## src/rtl/fetch_pkg.sv

```systemverilog
// rtl/fetch_pkg.sv - shared types and constants for the thread fetch unit
package fetch_pkg;

    // Widest thread id the unit supports; narrower configurations zero-extend.
    localparam int MAX_THREADS    = 8;
    localparam int THREAD_ID_W    = $clog2(MAX_THREADS);

    // Instruction cache read port: 128 words, indexed by byte PC bits [8:2].
    localparam int ICACHE_INDEX_W = 7;
    localparam int INDEX_LSB      = 2;
    localparam int INDEX_MSB      = INDEX_LSB + ICACHE_INDEX_W - 1;

    localparam logic [31:0] PC_INC = 32'd4;

    // The one in-flight fetch between the cache read and decode.
    typedef struct packed {
        logic                   valid;
        logic [THREAD_ID_W-1:0] tid;
        logic [31:0]            pc;
    } fetch_slot_t;

    // Redirect targets are word aligned; the low two bits are dropped.
    function automatic logic [31:0] align_pc(input logic [31:0] pc);
        return pc & ~32'd3;
    endfunction

endpackage

```

## src/rtl/rr_arbiter.sv

```systemverilog
// rtl/rr_arbiter.sv - round-robin request picker starting from a pointer
module rr_arbiter #(
    parameter int  N = 4,
    localparam int W = $clog2(N)
) (
    input  logic [N-1:0] req,
    input  logic [W-1:0] ptr,
    output logic [W-1:0] grant,
    output logic         any_grant
);

    logic [W-1:0] idx;

    // Scan upward from ptr, wrapping naturally in W bits, and take the first requester.
    always_comb begin
        grant     = '0;
        any_grant = 1'b0;
        idx       = '0;
        for (int i = 0; i < N; i++) begin
            idx = ptr + W'(i);
            if (!any_grant && req[idx]) begin
                grant     = idx;
                any_grant = 1'b1;
            end
        end
    end

endmodule

```

## src/rtl/thread_fetch_unit.sv

```systemverilog
// rtl/thread_fetch_unit.sv - multithreaded round-robin instruction fetch stage
module thread_fetch_unit
    import fetch_pkg::*;
#(
    parameter int          NUM_THREADS   = 4,
    parameter logic [31:0] RESET_PC      = 32'h0000_0000,
    parameter logic [31:0] THREAD_STRIDE = 32'h0000_0080,
    localparam int         TID_W         = $clog2(NUM_THREADS)
) (
    input  logic                      clk,
    input  logic                      Reset,
    input  logic [NUM_THREADS-1:0]    ThreadActive,
    input  logic [NUM_THREADS-1:0]    ThreadHold,
    input  logic                      Redirect,
    input  logic [TID_W-1:0]          RedirectThread,
    input  logic [31:0]               RedirectPC,
    output logic                      CacheEnable,
    output logic [ICACHE_INDEX_W-1:0] CacheIndexRead,
    input  logic [31:0]               CacheInst,
    output logic                      FetchValid,
    input  logic                      DecodeReady,
    output logic [31:0]               FetchInst,
    output logic [31:0]               FetchPC,
    output logic [TID_W-1:0]          FetchThread
);

    logic [31:0]            pc_q [NUM_THREADS];
    logic [TID_W-1:0]       rr_ptr_q;
    fetch_slot_t            slot_q;

    logic [NUM_THREADS-1:0] eligible;
    logic [TID_W-1:0]       grant;
    logic                   any_grant;
    logic                   squash;
    logic                   advance;
    logic                   issue;

    // A redirect for the thread sitting in the output slot makes that instruction stale.
    always_comb begin
        squash  = Redirect && slot_q.valid && (slot_q.tid == THREAD_ID_W'(RedirectThread));
        advance = !slot_q.valid || DecodeReady || squash;
    end

    // A thread being redirected this cycle must not fetch from its old PC.
    always_comb begin
        eligible = '0;
        for (int t = 0; t < NUM_THREADS; t++) begin
            eligible[t] = ThreadActive[t] && !ThreadHold[t]
                          && !(Redirect && (RedirectThread == TID_W'(t)));
        end
    end

    rr_arbiter #(
        .N (NUM_THREADS)
    ) u_rr_arbiter (
        .req       (eligible),
        .ptr       (rr_ptr_q),
        .grant     (grant),
        .any_grant (any_grant)
    );

    // Cache read port and decode-facing outputs; the cache register holds data while disabled.
    always_comb begin
        issue          = advance && any_grant && !Reset;
        CacheEnable    = issue;
        CacheIndexRead = pc_q[grant][INDEX_MSB:INDEX_LSB];
        FetchValid     = slot_q.valid && !squash;
        FetchInst      = CacheInst;
        FetchPC        = slot_q.pc;
        FetchThread    = TID_W'(slot_q.tid);
    end

    // Per-thread PCs, round-robin pointer and the output slot.
    always_ff @(posedge clk) begin
        if (Reset) begin
            for (int t = 0; t < NUM_THREADS; t++) begin
                pc_q[t] <= RESET_PC + (32'(t) * THREAD_STRIDE);
            end
            rr_ptr_q <= '0;
            slot_q   <= '0;
        end else begin
            if (issue) begin
                pc_q[grant] <= pc_q[grant] + PC_INC;
            end
            // Later assignment wins, so a redirect overrides a same-cycle increment.
            if (Redirect) begin
                pc_q[RedirectThread] <= align_pc(RedirectPC);
            end
            if (advance) begin
                slot_q.valid <= any_grant;
                if (any_grant) begin
                    slot_q.tid <= THREAD_ID_W'(grant);
                    slot_q.pc  <= pc_q[grant];
                    rr_ptr_q   <= grant + TID_W'(1);
                end
            end
        end
    end

endmodule

```

## config.mk

```make
export PLATFORM = sky130hd
export DESIGN_NAME = thread_fetch_unit
export DESIGN_NICKNAME = d
export VERILOG_FILES = /design/src/rtl/fetch_pkg.sv /design/src/rtl/rr_arbiter.sv /design/src/rtl/thread_fetch_unit.sv
export SDC_FILE = /design/constraint.sdc
export NUM_CORES = 1
export LEC_CHECK = 0
export ABC_AREA = 1
export BUFFER_PORTS_ARGS = -buffer_cell sky130_fd_sc_hd__buf_2
export CORE_MARGIN = 2
export CORE_UTILIZATION = 58
export DETAILED_ROUTE_END_ITERATION = 12
export PLACE_DENSITY = 0.81
export SETUP_SLACK_MARGIN = 0.2
export SLEW_MARGIN = 40
export SYNTH_ARGS = -nofsm -noshare
export SYNTH_HDL_FRONTEND = slang
export SYNTH_SLANG_ARGS = --single-unit
```

## constraint.sdc

```tcl
create_clock -name clk -period 4.2 [get_ports clk]
set_input_delay 0.84 -clock clk [delete_from_list [all_inputs] [get_ports clk]]
set_output_delay 0.84 -clock clk [all_outputs]
set_load 0.05 [all_outputs]
```

==> flow_metrics.env, run 1 <==
export IMPL_core_area_um2=16600
export IMPL_grt_ovfl_total=0
export IMPL_cp_start_kind="register"
export IMPL_cpMaxStageDelayCell="dfxtp_1"
export IMPL_grt_antenna_before_repair=1
export IMPL_antenna_left=0
export IMPL_fp_dieArea_um2=18000
export IMPL_synth_top_area_share_pct=36.6
export IMPL_rsz0062_at_grt="false"
export IMPL_path_class="reg -> out"
export IMPL_htreeDepth=4
export IMPL_cp_num_buf_inv=3
export IMPL_tightest_slew_ns=0.616
export IMPL_hp_class="reg -> reg"
export IMPL_start_util_pct=59.4
export IMPL_synth_area_top_cells="edfxtp_1 37%, nand2_1 14%, dfxtp_1 9.2%"
export IMPL_fp_dieH_um=134
export IMPL_wirelength_um=27100
export IMPL_crit_family="simple AND/OR/NAND/NOR gates"
export IMPL_crit_path_end_kind="output pin"
export IMPL_design_area_um2=10700
export IMPL_fin_crit_ns=3.80
export IMPL_synthFlopType="edfxtp_1"
export IMPL_syn_num_nets=1324
export IMPL_maxSlewHeadroom_pct=58.5
export IMPL_area_growth_pct=8.58
export IMPL_worstPathRequired_ns=3.36
export IMPL_fin_crit_sh_pct=90.4
export IMPL_dp_hpwl_um=17500
export IMPL_ys_warn_count=0
export IMPL_cpMostUsedCell="nand3_1"
export IMPL_hold_viol=0
export IMPL_fin_nets=1345
export IMPL_max_cap_viol_count=0
export IMPL_max_freq_mhz=263
export IMPL_first_global_vias=8284
export IMPL_grt_use_total_pct=30.6
export IMPL_firstDrtPassIters=8
export IMPL_wl_met3_um=3090
export IMPL_port_buffers=86
export IMPL_synth_edf_count=120
export IMPL_layout_common_cells="380 x nand2_1, 120 x edfxtp_1, 115 x inv_1"
export IMPL_top_layer="met5"
export IMPL_grt_pass1_wl_um=42000
export IMPL_ios=153
export IMPL_drt_iter0_drc=1089
export IMPL_placed_area_um2=10100
export IMPL_root_buffer="clkbuf_16"
export IMPL_slew_violations=0
export IMPL_drcViolationCount=0
export IMPL_clock_sinks=165
export IMPL_cts_tree="done"
export IMPL_synthArstFlopShare_pct=0
export IMPL_fin_worst_skew_ns=0.0121
export IMPL_cp_max_fo=18
export IMPL_netlist_area_um2=9840
export IMPL_vias=8804
export IMPL_ys_ff_latch=165
export IMPL_via_per_inst=5.87
export IMPL_clk_latency_ns=0.43
export IMPL_cts_buffers=17
export IMPL_rows=47
export IMPL_synth_cells=1245
export IMPL_outcome="finished clean"
export IMPL_crit_path_cell_trace="inv_2 > nand3_1 > nand3_1 > nand2_4 > nand2_1 > nor2_1 > nand3_1 > nand2_4 > buf_4 > nand3_1 > nand2_2 > buf_2"
export IMPL_ctsHoldBuffers=0
export IMPL_drive_above_1_share_pct=16.3
export IMPL_wl_per_cell_um=18.1
export IMPL_slowest_delay_ns=0.64
export IMPL_fillers=1375
export IMPL_syn_avg_cell_area_um2=7.91
export IMPL_cts_setup_buffers=0
export IMPL_setup_viol=0
export IMPL_setup_tns_ns=0
export IMPL_crit_arrival_ns=2.96
export IMPL_grt_start_max_net_pins=53
export IMPL_ys_types=41
export IMPL_holdWs_ns=0.451
export IMPL_mostFrequentLayoutCell="nand2_1"
export IMPL_cts_reportedPaths_clkPinSlew_ns=0.06
export IMPL_fp_dieW_um=134
export IMPL_antenna_cells=0
export IMPL_seq_area_frac_synth_pct=45.8
export IMPL_gp_congestion=0.937
export IMPL_synth_top_area_cell="edfxtp_1"
export IMPL_clockBufferDepth=2
export IMPL_drt_met1_wl_um=10200
export IMPL_post_cts_resized=0
export IMPL_routed_wl_met2_um=12600
## worst min-delay path, cell delays in order (launching register included)
cell and delay, ns:
dfxtp_1 0.32, nand2_1 0.05, o21ai_0 0.05
## final cells by class
type | instances | area (um^2) | area share, %
inverters | 121 | 457 | 4.27
clock inverters | 12 | 135 | 1.26
multi-input cells | 830 | 4050 | 37.9
clock buffers | 20 | 447 | 4.18
flip-flops and latches | 165 | 4500 | 42.1
well taps | 220 | 275 | 2.58
repair buffers | 131 | 818 | 7.66
## final timing paths
check / startpoint / to / slack [ns] / depth (start not counted)
max: rr_ptr_q[0] / CacheIndexRead[5] / 0.40 / 12
min: FetchPC[9] / FetchPC[9] / 0.45 / 2
max reg2reg: rr_ptr_q[0] / pc_q[2][24] / 0.51 / 20
min reg2reg: FetchPC[9] / FetchPC[9] / 0.45 / 2
## sequential cells by signal (all words and copies together), names as in the netlist
signal / flops
FetchPC: 32
pc_q: 128
FetchThread: 2
slot_q: 1
rr_ptr_q: 2
## cell families (layout without fill, tap and decap cells)
| family | after synthesis | count (layout) | share of synthesized area [%] |
|---|---|---|---|
| AO/OA/AOI/OAI | 144 | 144 | 8.15 |
| XOR/XNOR | 3 | 3 | 0.343 |
| adder cells (fa/ha/maj) | 1 | 1 | 0.127 |
| buffers and inverters | 250 | 284 | 13.2 |
| flip-flops | 165 | 165 | 45.8 |
| AND/OR/NAND/NOR | 682 | 682 | 32.5 |
## per-stage QoR
stage / util, % / worst slack (ns) / cells
2_1_floorplan: - / 0.267 / 1245
3_3_place_gp: 60.9 / 0.370 / 1467
3_5_place_dp: 60.9 / 0.311 / 1467
4_1_cts: 64.5 / 0.411 / 1499
5_1_grt: 64.5 / 0.224 / 1499
6_report: 64.5 / 0.404 / 1499
## cells in the mapped netlist, drive strengths merged, types with 2 or more instances
cell type / count
nand2: 396
edfxtp: 120
inv: 120
nand3: 116
buf: 98
o21ai: 81
nor2: 70
nand3b: 47
o22ai: 47
nand4: 46
dfxtp: 45
clkbuf: 31
a21oi: 9
o211ai: 3
and2: 2
nor3: 2
or2: 2
xor2: 2
## layer usage
layer	vias to the layer above	track usage, %
met4	2	17.8
met3	110	6.24
met2	569	49.3
li1	4144	-
met5	-	0
met1	3979	38.2
Power of run 1 is left out: the tool's default activity adds up to more than one toggle a clock period on the data nets, which glitch-free logic cannot reach.
==> run 2: changes to the inputs <==
Settings changed: CORE_UTILIZATION 58 to 52, PLACE_DENSITY 0.81 to 0.77.
Clock period 4.2 ns to 3.43 ns, I/O delays scaled along.
==> run 2 against run 1 <==
Compared with the run above:
- clock-buffer cell count shrank 1
- sequential share of layout area is 4.5 points lower
- critical path depth is 2 higher
- core utilization is 0.18 points lower
- critical path type unchanged
==> flow_metrics.env, run 2 (synthesis gave the netlist of run 1 again) <==
export IMPL_outcome="finished clean"
export IMPL_fp_dieW_um=142
export IMPL_cts_tree="done"
export IMPL_design_area_um2=12000
export IMPL_wirelength_um=30400
export IMPL_cp_start_kind="register"
export IMPL_ctsHoldBuffers=0
export IMPL_fin_worst_skew_ns=0.0175
export IMPL_final_util_pct=64.3
export IMPL_clockBufferDepth=2
export IMPL_clk_latency_ns=0.45
export IMPL_r2r_slack_ns=0.26
export IMPL_fin_nets=1422
export IMPL_startpoint="rr_ptr_q[0]"
export IMPL_path_class="reg -> out"
export IMPL_fp_dieH_um=142
export IMPL_cts_reportedPaths_clkPinSlew_ns=0.07
export IMPL_hp_class="reg -> reg"
export IMPL_dpl_cell_count=1543
export IMPL_fin_crit_ns=3.26
export IMPL_crit_family="simple AND/OR/NAND/NOR gates"
export IMPL_max_freq_mhz=307
export IMPL_hp_start="FetchPC[20]"
export IMPL_slowest_delay_ns=0.40
export IMPL_fin_ws_ns=0.172
export IMPL_first_global_vias=8666
export IMPL_drive_above_1_share_pct=27.0
export IMPL_slew_violations=0
export IMPL_core_area_um2=18600
export IMPL_wl_per_cell_um=19.1
export IMPL_crit_arrival_ns=2.57
export IMPL_cp_num_buf_inv=5
export IMPL_layoutNonFillerInstCount=1590
export IMPL_clock_sinks=165
export IMPL_htreeDepth=4
export IMPL_gp_congestion=0.901
export IMPL_reg2reg_from="rr_ptr_q[0]"
export IMPL_largest_reg_flops=128
export IMPL_fin_crit_sh_pct=95.0
export IMPL_grt_pass1_wl_um=44500
export IMPL_drt_iter0_drc=1268
export IMPL_start_util_pct=52.8
export IMPL_vias=9350
export IMPL_cp_max_fo=17
export IMPL_placed_area_um2=10800
export IMPL_tightest_slew_ns=0.647
export IMPL_mostFrequentLayoutCell="nand2_1"
export IMPL_maxSlewHeadroom_pct=56.8
export IMPL_firstDrtPassIters=7
export IMPL_fp_dieArea_um2=20000
export IMPL_worstPathRequired_ns=2.74
export IMPL_grt_ovfl_total=0
export IMPL_port_buffers=86
export IMPL_setup_viol=0
export IMPL_via_per_inst=5.88
export IMPL_top_register="pc_q"
export IMPL_grt_antenna_before_repair=1
export IMPL_grt_use_total_pct=29.0
export IMPL_max_cap_viol_count=0
export IMPL_drcViolationCount=0
export IMPL_rows=50
export IMPL_ios=153
export IMPL_antenna_cells=0
export IMPL_root_buffer="clkbuf_16"
export IMPL_crit_path_end_kind="output pin"
export IMPL_cpMaxStageDelayCell="dfxtp_4"
export IMPL_place_ws_ns=-0.165
export IMPL_rsz0062_at_grt="true"
export IMPL_hold_viol=0
export IMPL_crit_path_cell_trace="buf_12 > xnor2_4 > nand3_2 > nand2_4 > nand2_2 > nor2_1 > nand3_1 > nand2_4 > buf_12 > clkinv_16 > nand3_1 > nand2_2 > buf_4 > buf_6"
export IMPL_area_growth_pct=21.7
export IMPL_cts_buffers=17
export IMPL_dp_hpwl_um=19300
export IMPL_layout_common_cells="357 x nand2_1, 120 x edfxtp_1, 115 x inv_1"
export IMPL_antenna_left=0
export IMPL_grt_start_max_net_pins=45
run 2: cell count changes in the layout (fill, tap and decap cells not counted), moves of 10 or more:
cell and change:
nand2_2 +17, nor2_1 -16, nand2_1 -23, nand3_2 +22, buf_4 +56, nand3_1 -25, buf_12 +10
run 2: through the flow:
step | hold WS (ns) | setup TNS [ns]
global route | 0.474 | 0
CTS | 0.457 | 0
floorplan | 0.427 | 0
global placement | 0.434 | -0.841
finish | 0.450 | 0
detailed placement | 0.441 | -7.72
run 2: routing by layer:
| metal | GRT usage [%] | part of all wire (%) | wire length (um) |
|---|---|---|---|
| met2 | 49.0 | 47 | 14300 |
| met1 | 36.7 | 38 | 11500 |
| met3 | 5.43 | 11 | 3410 |
| met5 | 0 | 0.043 | 13 |
| met4 | 12.2 | 3.8 | 1150 |
run 2: worst register-to-register path, stage by stage (launching register included):
cell,delay (ns)
dfxtp_4,0.40
buf_12,0.14
xnor2_4,0.18
nand3_2,0.11
nand2_4,0.13
nand2_2,0.07
nor2_1,0.09
nand3_1,0.12
nand2_4,0.17
buf_12,0.13
clkbuf_16,0.15
buf_4,0.13
nand3_1,0.10
nand2_2,0.16
nand2_2,0.11
nor2_4,0.13
nand3_2,0.14
nor2_4,0.16
o21ai_1,0.07
nand2_1,0.13
o21ai_1,0.10
run 2: final cells by class:
type,count,area [um^2]
flip-flops and latches,165,4510
clock buffers,19,475
inverters,121,480
clock inverters,13,106
well taps,234,293
multi-input cells,831,4460
repair buffers,207,1660
fillers,1504,6660
run 2: timing repair:
item | in CTS | in global routing
gates resized for setup | 15 | 91
buffers inserted | 0 | 11
setup endpoints to repair | 89 | 102
pin swaps | 1 | 14
gates cloned | 0 | 4
run 2: final timing paths:
check	endpoint	depth (start not counted)
max	CacheIndexRead[5]	14
min	FetchPC[20]	2
max reg2reg	pc_q[3][22]	20
min reg2reg	FetchPC[20]	2
Power of run 2 is left out for the same reason.
